<file path="src/rtl/pong_engine.sv">
// Pong game core: ball/paddle positions, scores and SERVE/PLAY/POINT/GAME_OVER FSM, one step per tick.
// Latency: a tick sampled at edge N is visible on the registered outputs right after edge N.
// Backpressure: none; the core advances only on tick and accepts every tick. Define CPU_PLAYER_EN for a computer-driven right paddle.
module pong_engine #(
  parameter int COORD_W      = 10,
  parameter int H_RES        = 640,
  parameter int V_RES        = 480,
  parameter int PADDLE_H     = 64,
  parameter int PADDLE_W     = 8,
  parameter int PADDLE_X_OFS = 16,
  parameter int BALL_SIZE    = 8,
  parameter int PADDLE_SPEED = 4,
  parameter int BALL_SPEED   = 2,
  parameter int SCORE_W      = 4,
  parameter int WIN_SCORE    = 9,
  parameter int SERVE_TICKS  = 60,
  parameter int CPU_SPEED    = 2
) (
  input  logic               clk,
  input  logic               rst,
  input  logic               tick,
  input  logic               btn_l_up,
  input  logic               btn_l_dwn,
  input  logic               btn_r_up,
  input  logic               btn_r_dwn,
  input  logic               start,
  output logic [COORD_W-1:0] ball_x,
  output logic [COORD_W-1:0] ball_y,
  output logic [COORD_W-1:0] l_paddle_y,
  output logic [COORD_W-1:0] r_paddle_y,
  output logic [SCORE_W-1:0] score_l,
  output logic [SCORE_W-1:0] score_r,
  output logic [1:0]         state,
  output logic               game_over
);

  // One extra bit of headroom so "position + step" comparisons never overflow.
  typedef logic [COORD_W:0]   wide_t;
  typedef logic [COORD_W-1:0] coord_t;

  typedef enum logic [1:0] {
    SERVE     = 2'd0,
    PLAY      = 2'd1,
    POINT     = 2'd2,
    GAME_OVER = 2'd3
  } state_t;

  localparam int CNT_W = (SERVE_TICKS > 1) ? $clog2(SERVE_TICKS) : 1;

  localparam coord_t X_CTR   = coord_t'(H_RES / 2 - BALL_SIZE / 2);
  localparam coord_t Y_CTR   = coord_t'(V_RES / 2 - BALL_SIZE / 2);
  localparam coord_t P_CTR   = coord_t'((V_RES - PADDLE_H) / 2);
  localparam coord_t P_MAX   = coord_t'(V_RES - PADDLE_H);
  localparam coord_t Y_MAX_N = coord_t'(V_RES - BALL_SIZE);
  localparam coord_t BSPD_N  = coord_t'(BALL_SPEED);
  localparam coord_t LFACE_N = coord_t'(PADDLE_X_OFS + PADDLE_W);
  localparam coord_t RFACE_N = coord_t'(H_RES - PADDLE_X_OFS - PADDLE_W - BALL_SIZE);

  localparam wide_t P_MAX_W = wide_t'(V_RES - PADDLE_H);
  localparam wide_t Y_MAX   = wide_t'(V_RES - BALL_SIZE);
  localparam wide_t X_MAX   = wide_t'(H_RES - BALL_SIZE);
  localparam wide_t BSPD    = wide_t'(BALL_SPEED);
  localparam wide_t PSPD    = wide_t'(PADDLE_SPEED);
  localparam wide_t BSZ     = wide_t'(BALL_SIZE);
  localparam wide_t PH      = wide_t'(PADDLE_H);
  localparam wide_t LFACE   = wide_t'(PADDLE_X_OFS + PADDLE_W);
  localparam wide_t RFACE   = wide_t'(H_RES - PADDLE_X_OFS - PADDLE_W - BALL_SIZE);

  localparam logic [SCORE_W-1:0] WIN      = SCORE_W'(WIN_SCORE);
  localparam logic [CNT_W-1:0]   CNT_LAST = CNT_W'(SERVE_TICKS - 1);

  // Reject configurations the counters cannot represent.
  generate
    if (WIN_SCORE > (2 ** SCORE_W) - 1 || WIN_SCORE < 1) begin : g_bad_win
      $error("pong_engine: WIN_SCORE must be 1..2**SCORE_W-1");
    end
    if (PADDLE_SPEED < 1 || BALL_SPEED < 1 || CPU_SPEED < 1) begin : g_bad_speed
      $error("pong_engine: speeds must be at least 1");
    end
  endgenerate

  state_t             st;
  logic [CNT_W-1:0]   cnt;
  logic               dx_right;     // 1: ball moving right (+x)
  logic               dy_down;      // 1: ball moving down (+y)
  logic               left_scored;  // who won the last point, consumed in POINT

  // Saturating paddle step shared by human and CPU control.
  function automatic coord_t paddle_step(input coord_t y, input logic up, input logic dn,
                                         input wide_t spd);
    wide_t yw;
    yw = {1'b0, y};
    if (up && !dn)
      return (yw < spd) ? '0 : coord_t'(yw - spd);
    else if (dn && !up)
      return (yw + spd > P_MAX_W) ? P_MAX : coord_t'(yw + spd);
    else
      return y;
  endfunction

  wide_t  bx, by, ly, ry;
  logic   l_overlap, r_overlap;
  coord_t l_next, r_next;

  assign bx = {1'b0, ball_x};
  assign by = {1'b0, ball_y};
  assign ly = {1'b0, l_paddle_y};
  assign ry = {1'b0, r_paddle_y};

  // Overlap uses the paddle position before this tick's move.
  assign l_overlap = (by + BSZ > ly) && (by < ly + PH);
  assign r_overlap = (by + BSZ > ry) && (by < ry + PH);

  assign l_next = paddle_step(l_paddle_y, btn_l_up, btn_l_dwn, PSPD);

`ifdef CPU_PLAYER_EN
  localparam wide_t CSPD = wide_t'(CPU_SPEED);
  wide_t pc, bc;
  logic  cpu_up, cpu_dn;
  logic  unused_btn_r;

  assign unused_btn_r = btn_r_up | btn_r_dwn;
  assign pc           = ry + PH / 2;
  assign bc           = by + BSZ / 2;
  assign cpu_dn       = (pc + CSPD < bc);
  assign cpu_up       = (pc > bc + CSPD);
  assign r_next       = paddle_step(r_paddle_y, cpu_up, cpu_dn, CSPD);
`else
  assign r_next = paddle_step(r_paddle_y, btn_r_up, btn_r_dwn, PSPD);
`endif

  assign state = st;

  // Game FSM plus all positional and score state; advances only on tick, reset wins.
  always_ff @(posedge clk) begin
    if (rst) begin
      st          <= SERVE;
      cnt         <= '0;
      ball_x      <= X_CTR;
      ball_y      <= Y_CTR;
      l_paddle_y  <= P_CTR;
      r_paddle_y  <= P_CTR;
      score_l     <= '0;
      score_r     <= '0;
      dx_right    <= 1'b1;
      dy_down     <= 1'b1;
      left_scored <= 1'b0;
      game_over   <= 1'b0;
    end else if (tick) begin
      // Paddles move in every state except GAME_OVER.
      if (st != GAME_OVER) begin
        l_paddle_y <= l_next;
        r_paddle_y <= r_next;
      end

      case (st)
        SERVE: begin
          ball_x <= X_CTR;
          ball_y <= Y_CTR;
          if (cnt == CNT_LAST) begin
            cnt <= '0;
            st  <= PLAY;
          end else begin
            cnt <= cnt + CNT_W'(1);
          end
        end

        PLAY: begin
          // Vertical: bounce off bottom/top walls, clamping to the wall.
          if (dy_down && (by + BSPD >= Y_MAX)) begin
            ball_y  <= Y_MAX_N;
            dy_down <= 1'b0;
          end else if (!dy_down && (by <= BSPD)) begin
            ball_y  <= '0;
            dy_down <= 1'b1;
          end else if (dy_down) begin
            ball_y <= ball_y + BSPD_N;
          end else begin
            ball_y <= ball_y - BSPD_N;
          end

          // Horizontal: paddle face reflects, passing the screen edge scores.
          if (!dx_right) begin
            if ((bx <= LFACE + BSPD) && (bx >= LFACE) && l_overlap) begin
              ball_x   <= LFACE_N;
              dx_right <= 1'b1;
            end else if (bx < BSPD) begin
              score_r     <= score_r + SCORE_W'(1);
              left_scored <= 1'b0;
              st          <= POINT;
            end else begin
              ball_x <= ball_x - BSPD_N;
            end
          end else begin
            if ((bx + BSPD >= RFACE) && (bx <= RFACE) && r_overlap) begin
              ball_x   <= RFACE_N;
              dx_right <= 1'b0;
            end else if (bx + BSPD > X_MAX) begin
              score_l     <= score_l + SCORE_W'(1);
              left_scored <= 1'b1;
              st          <= POINT;
            end else begin
              ball_x <= ball_x + BSPD_N;
            end
          end
        end

        POINT: begin
          ball_x <= X_CTR;
          ball_y <= Y_CTR;
          if ((left_scored ? score_l : score_r) == WIN) begin
            st        <= GAME_OVER;
            game_over <= 1'b1;
          end else begin
            // Next serve heads toward whoever conceded the point.
            dx_right <= left_scored;
            cnt      <= '0;
            st       <= SERVE;
          end
        end

        GAME_OVER: begin
          ball_x <= X_CTR;
          ball_y <= Y_CTR;
          if (start) begin
            score_l    <= '0;
            score_r    <= '0;
            l_paddle_y <= P_CTR;
            r_paddle_y <= P_CTR;
            cnt        <= '0;
            game_over  <= 1'b0;
            st         <= SERVE;
          end
        end

        default: st <= SERVE;
      endcase
    end
  end

endmodule

</file>
<file path="config.mk">
export PLATFORM = sky130hd
export DESIGN_NAME = pong_engine
export DESIGN_NICKNAME = d
export VERILOG_FILES = /design/src/rtl/pong_engine.sv
export SDC_FILE = /design/constraint.sdc
export NUM_CORES = 1
export LEC_CHECK = 0
export ABC_CLOCK_PERIOD_IN_PS = 4150
export CORE_ASPECT_RATIO = 1.4
export CORE_UTILIZATION = 40
export CTS_BUF_LIST = sky130_fd_sc_hd__clkbuf_8 sky130_fd_sc_hd__clkbuf_16
export DETAILED_ROUTE_END_ITERATION = 8
export GPL_TIMING_DRIVEN = 0
export SYNTH_ARGS = -nofsm -noshare
export SYNTH_HDL_FRONTEND = slang
export SYNTH_SLANG_ARGS = --single-unit
</file>
<file path="constraint.sdc">
create_clock -name clk -period 4.15 [get_ports clk]
set_clock_uncertainty 0.15 [all_clocks]
set_input_delay 0.83 -clock clk [delete_from_list [all_inputs] [get_ports clk]]
set_output_delay 0.83 -clock clk [all_outputs]
set_load 0.005 [all_outputs]
</file>
# Word level (Yosys, flattened, before mapping)
# Cells that the tools add are included.
dict set report word_totals {
  register_bits 60
  latch_bits 0
  ram_bits 0
  mem_bits_ro 0
  out_inout_bits 51
  word_cells 165
  mem_count 0
}
dict set report classes {
  n_addsub 16
  n_mul 0
  n_div 0
  magnitude_cmp 16
  n_eq_ne 25
  shifts 0
  n_mux 62
  n_bitwise 0
  reduce_logical 34
}
# cell n
set ops {}
lappend ops {{$mux W10} 22}
lappend ops {{$pmux W10 S2} 2}
lappend ops {{$mux W4} 8}
lappend ops {{$ne A2 B2 Y1 const B} 13}
lappend ops {{$add A10 B2 Y11 const B} 2}
lappend ops {{$add A10 B3 Y11 const B} 2}
lappend ops {{$add A10 B7 Y11 const B} 2}
lappend ops {{$gt A11 B10 Y1} 2}
lappend ops {{$gt A11 B9 Y1 const B} 2}
lappend ops {{$lt A10 B11 Y1} 2}
lappend ops {{$add A10 B2 Y10 const B} 2}
lappend ops {{$lt A10 B3 Y1 const B} 2}
lappend ops {{$sub A10 B2 Y10 const B} 2}
lappend ops {{$sub A10 B3 Y10 const B} 2}
lappend ops {{$mux W6} 3}
lappend ops {{$pmux W6 S3} 1}
lappend ops {{$reduce_and A6 Y1} 3}
lappend ops {{$mux W2} 8}
lappend ops {{$pmux W4 S2} 2}
lappend ops {{$mux W1} 13}
lappend ops {{$logic_and A1 B1 Y1} 12}
lappend ops {{$ne A3 B3 Y1 const B} 4}
lappend ops {{$add A10 B4 Y11 const B} 1}
lappend ops {{$ge A11 B10 Y1 const B} 1}
lappend ops {{25 further kinds} 40}

# Longest topological paths before layout
dict set report depth {
  depth_word 8
  ltp_mapped 14
}

# Worst setup path after synthesis
# Ideal clock, no wire load.
dict set report synth_path {
  path_type {register -> register}
  start {register ball_y[6]}
  end {register ball_x[5]}
  setup_ns 0.117
  arrival_time_ns 2.884
  t_required_ns 3.883
  setup_slack_ns 0.999
  path_stages_with_launch 14
  n_path_buf 1
  period_less_slack_ns 3.151
  cell_sequence {dfxtp_1 -> buf_1 -> and3_1 -> nand3_1 -> xnor2_1 -> ha_1 -> a21o_1 -> a21oi_1 -> o21ai_0 -> o221ai_2 -> nand4_4 -> a31o_1 -> or2_1 -> o22a_1}
}
dict set report synth_via {
  elab_chain_cells 7
  word_cells_on_any_way 16
  cone_classes {add/sub: 1; order compare: 4; eq/ne: 2; mux: 4; reduce/logical: 5}
}
# element line
set synth_rtl {}
lappend synth_rtl {{from (decl)} 28} ;# output logic [COORD_W-1:0] ball_y,
lappend synth_rtl {{from (signal assigned)} 177} ;# ball_y <= ball_y + BSPD_N;
lappend synth_rtl {{from (signal assigned)} 179} ;# ball_y <= ball_y - BSPD_N;
lappend synth_rtl {{$add A10 B4 Y11} {111, 112}}
lappend synth_rtl {{$gt A11 B10 Y1, on equally long branches} {111, 112}}
lappend synth_rtl {{$logic_and A1 B1 Y1, on equally long branches} {111, 112}}
lappend synth_rtl {{$logic_and A1 B1 Y1, on equally long branches} {184, 195}}
lappend synth_rtl {{$mux W10, on equally long branches} {184, 195}}
lappend synth_rtl {{$mux W10} 183} ;# if (!dx_right) begin
lappend synth_rtl {{$pmux W10 S2} 156} ;# case (st)
lappend synth_rtl {{to (signal assigned)} 192} ;# ball_x <= ball_x - BSPD_N;
lappend synth_rtl {{to (signal assigned)} 203} ;# ball_x <= ball_x + BSPD_N;
lappend synth_rtl {{to (decl)} 27} ;# output logic [COORD_W-1:0] ball_x,
# Several ways; a longest one is shown, not always the timed one.
# A chain may end at the register's enable or synchronous reset.

# Worst setup path in the final report
dict set report layout_path {
  start {register ball_y[5]}
  end {register ball_x[5]}
}
# The elaborated chain is that of the path after synthesis.

==> metrics <==
Max IR drop VDD 0.000193 V; Syn Inst Count 744; gr ovfl total 0; synthesis warning total 0; Die Y 141 um; top cells by area, synth dfxtp_1 21%, ha_1 12%, nor2_1 4.9%; pin count of the biggest net entering global routing 13; fmax 0.261 GHz; post-DP HPWL 13900 um; Least-Margin Pin Slew 811 ps; fraction of registers with async set/reset 0%; slew margin rel. 46.0%; Worst-path clk slew 60 ps; Placer Congestion 0.937; syn avg cell area 7.47 um2; initial antenna violation count 0; Fin. Hold Viols 0; most common cell after layout, fill and taps aside nor2_1; flops & latches, synth 58; Synth cell types 79; Post-Route WL 18300 um; Pleak 2.51 nW; die width 102 um; vias per std cell 5.96; Min-Delay Path Class flop to flop; Core ar. 13500 um2; max_cap viols 0; Area Overhead vs Synth 20.0%; slowest CP cell dfxtp_1; final setup violating endpoints 0; commonest non-fill, non-tap cells in the layout 73 x nor2_1, 58 x dfxtp_1, 57 x nand2_1; CP Class flop to flop; Yosys top cell area share 20.9%; DRT Pass-1 Iters 5; WHS 345 ps; CTS tree done; critical-path cell list buf_2 -> and3_1 -> nand3_1 -> xnor2_1 -> ha_1 -> a21o_1 -> a21oi_1 -> o21ai_0 -> o221ai_2 -> nand4_4 -> a31o_1 -> or2_1 -> o22a_1; Tcrit/Tclk final 92.2%; Worst Path Required 4230 ps; Pwr Total 1.64 mW; multi-input logic area 4010 um2; WL/cell 18.3 um; Initial DRC Count 363; status finished, final reports clean; Worst Path Max Fanout 10; die area 14400 um2; IO Port Bufs 55; cts bufs inserted 9; Top FF cell, synth dfxtp_1; pwr dens 246 nW/um2; post-route setup TNS 0 ps; storage element area 1160 um2; CP Capture Type flop; fin crit period 3830 ps; Max Root-Sink Buffers 2; crit-path max cell delay 580 ps; DRC viols 0; RSZ-0062 raised after global routing no; kind of start point of the critical path flop; number of global-route vias before repair 5639; via count 5953; ant diodes 0; Initial Util 41.3%; area leader, netlist dfxtp_1; final net count 873; Hold Buf Count CTS 0; H-tree depth 3; fillers 1353; antenna viol nets, final 0; share of the yosys chip area belonging to registers 20.9%; Ports 59; Arrival @ worst endpoint 3900 ps; number of synthesized flops with an enable pin 0; Skew-Pair Late Insertion Delay 340 ps; num rows 50; Mapped Area 5550 um2; ratio of cells with drive above 1 in the final layout 7.23%; GRT Util Overall 25.9%; max-slew violation count 0; CTS sink cnt 58; global-route wire length before repair 28800 um; root buffer cell clkbuf_16
==> cell families (layout without fill, tap and decap cells) <==
family | Yosys count | count (layout) | synth area share [%]
and+or+nand+nor | 285 | 285 | 27.2
AOI/OAI and AO/OA | 211 | 211 | 25.7
buffers and inverters | 92 | 163 | 7.03
DFF | 58 | 58 | 20.9
adders and majority gates | 54 | 54 | 12.2
xor gates and xnor gates | 37 | 37 | 5.83
muxes | 6 | 6 | 1.13
other | 1 | 2 | 0.0675
==> power breakdown <==
| part | internal [mW] | switching (mW) |
|---|---|---|
| clock | 0.530 | 0.310 |
| combinational | 0.0864 | 0.137 |
| sequential | 0.565 | 0.0108 |
==> final timing paths <==
check | from | to | slack (ps) | cells past startpoint
worst max register to register | ball_y[5] | ball_x[5] | 320 | 13
worst min register to register | game_over | game_over | 350 | 2
worst max-delay path | ball_y[5] | ball_x[5] | 320 | 13
worst min-delay path | game_over | game_over | 350 | 2
==> metrics by stage <==
step	worst slack, ps	area [um2]	std cells	util (%)
global route	111	6660	998	49.5
global placement	263	6340	982	47.1
CTS	181	6660	998	49.5
detailed placement	198	6340	982	47.1
finish	325	6660	998	49.5
floorplan	999	5560	745	-
==> cell usage after synthesis, drive strengths merged, types with 9 or more instances <==
library cell  number
a211oi            17
a21oi             48
dfxtp             58
o21ai             41
clkbuf            25
nor3              25
nand3             37
xnor2             27
nor4              11
nand4             18
xor2              10
nand2             58
a31oi             15
o22ai              9
ha                54
inv               40
buf               24
a21o              12
nor2              73
==> cell type report <==
type | count | share of cell area (%)
Inverter | 43 | 2.42
Buffer | 49 | 3.45
Clock buffer | 9 | 3.38
Timing Repair Buffer | 55 | 8.26
Multi-Input combinational cell | 595 | 60.1
Sequential cell | 58 | 17.4
Clock inverter | 7 | 1.52
Tap cell | 182 | 3.42
==> routing by layer <==
layer	track usage [%]	up-vias	wire [um]
met5	0	-	0
met4	14.7	0	842
met3	3.99	58	959
met2	46.4	237	9300
met1	28.6	2775	7180
li1	-	2883	-
==> critical path: cells and delay by family, from the launching register on <==
family | cells | cell delay (ps)
compound gates | 6 | 1260
xor+xnor | 1 | 340
fa+ha+maj | 1 | 330
buf+inv | 1 | 300
flops | 1 | 580
simple gates | 4 | 760
==> flip-flops by register name (all words and copies together), names as in the netlist <==
signal	cells
left_scored	1
l_paddle_y	10
game_over	1
ball_x	9
dy_down	1
r_paddle_y	10
dx_right	1
score_r	4
ball_y	9
state	2
score_l	4
cnt	6
==> what timing repair did <==
| action | CTS | global route |
|---|---|---|
| resized for setup | 0 | 1 |
| setup buffers | 0 | 0 |
| setup endpoints to repair | 0 | 4 |
Note: power is estimated with default switching activity, not from simulation.
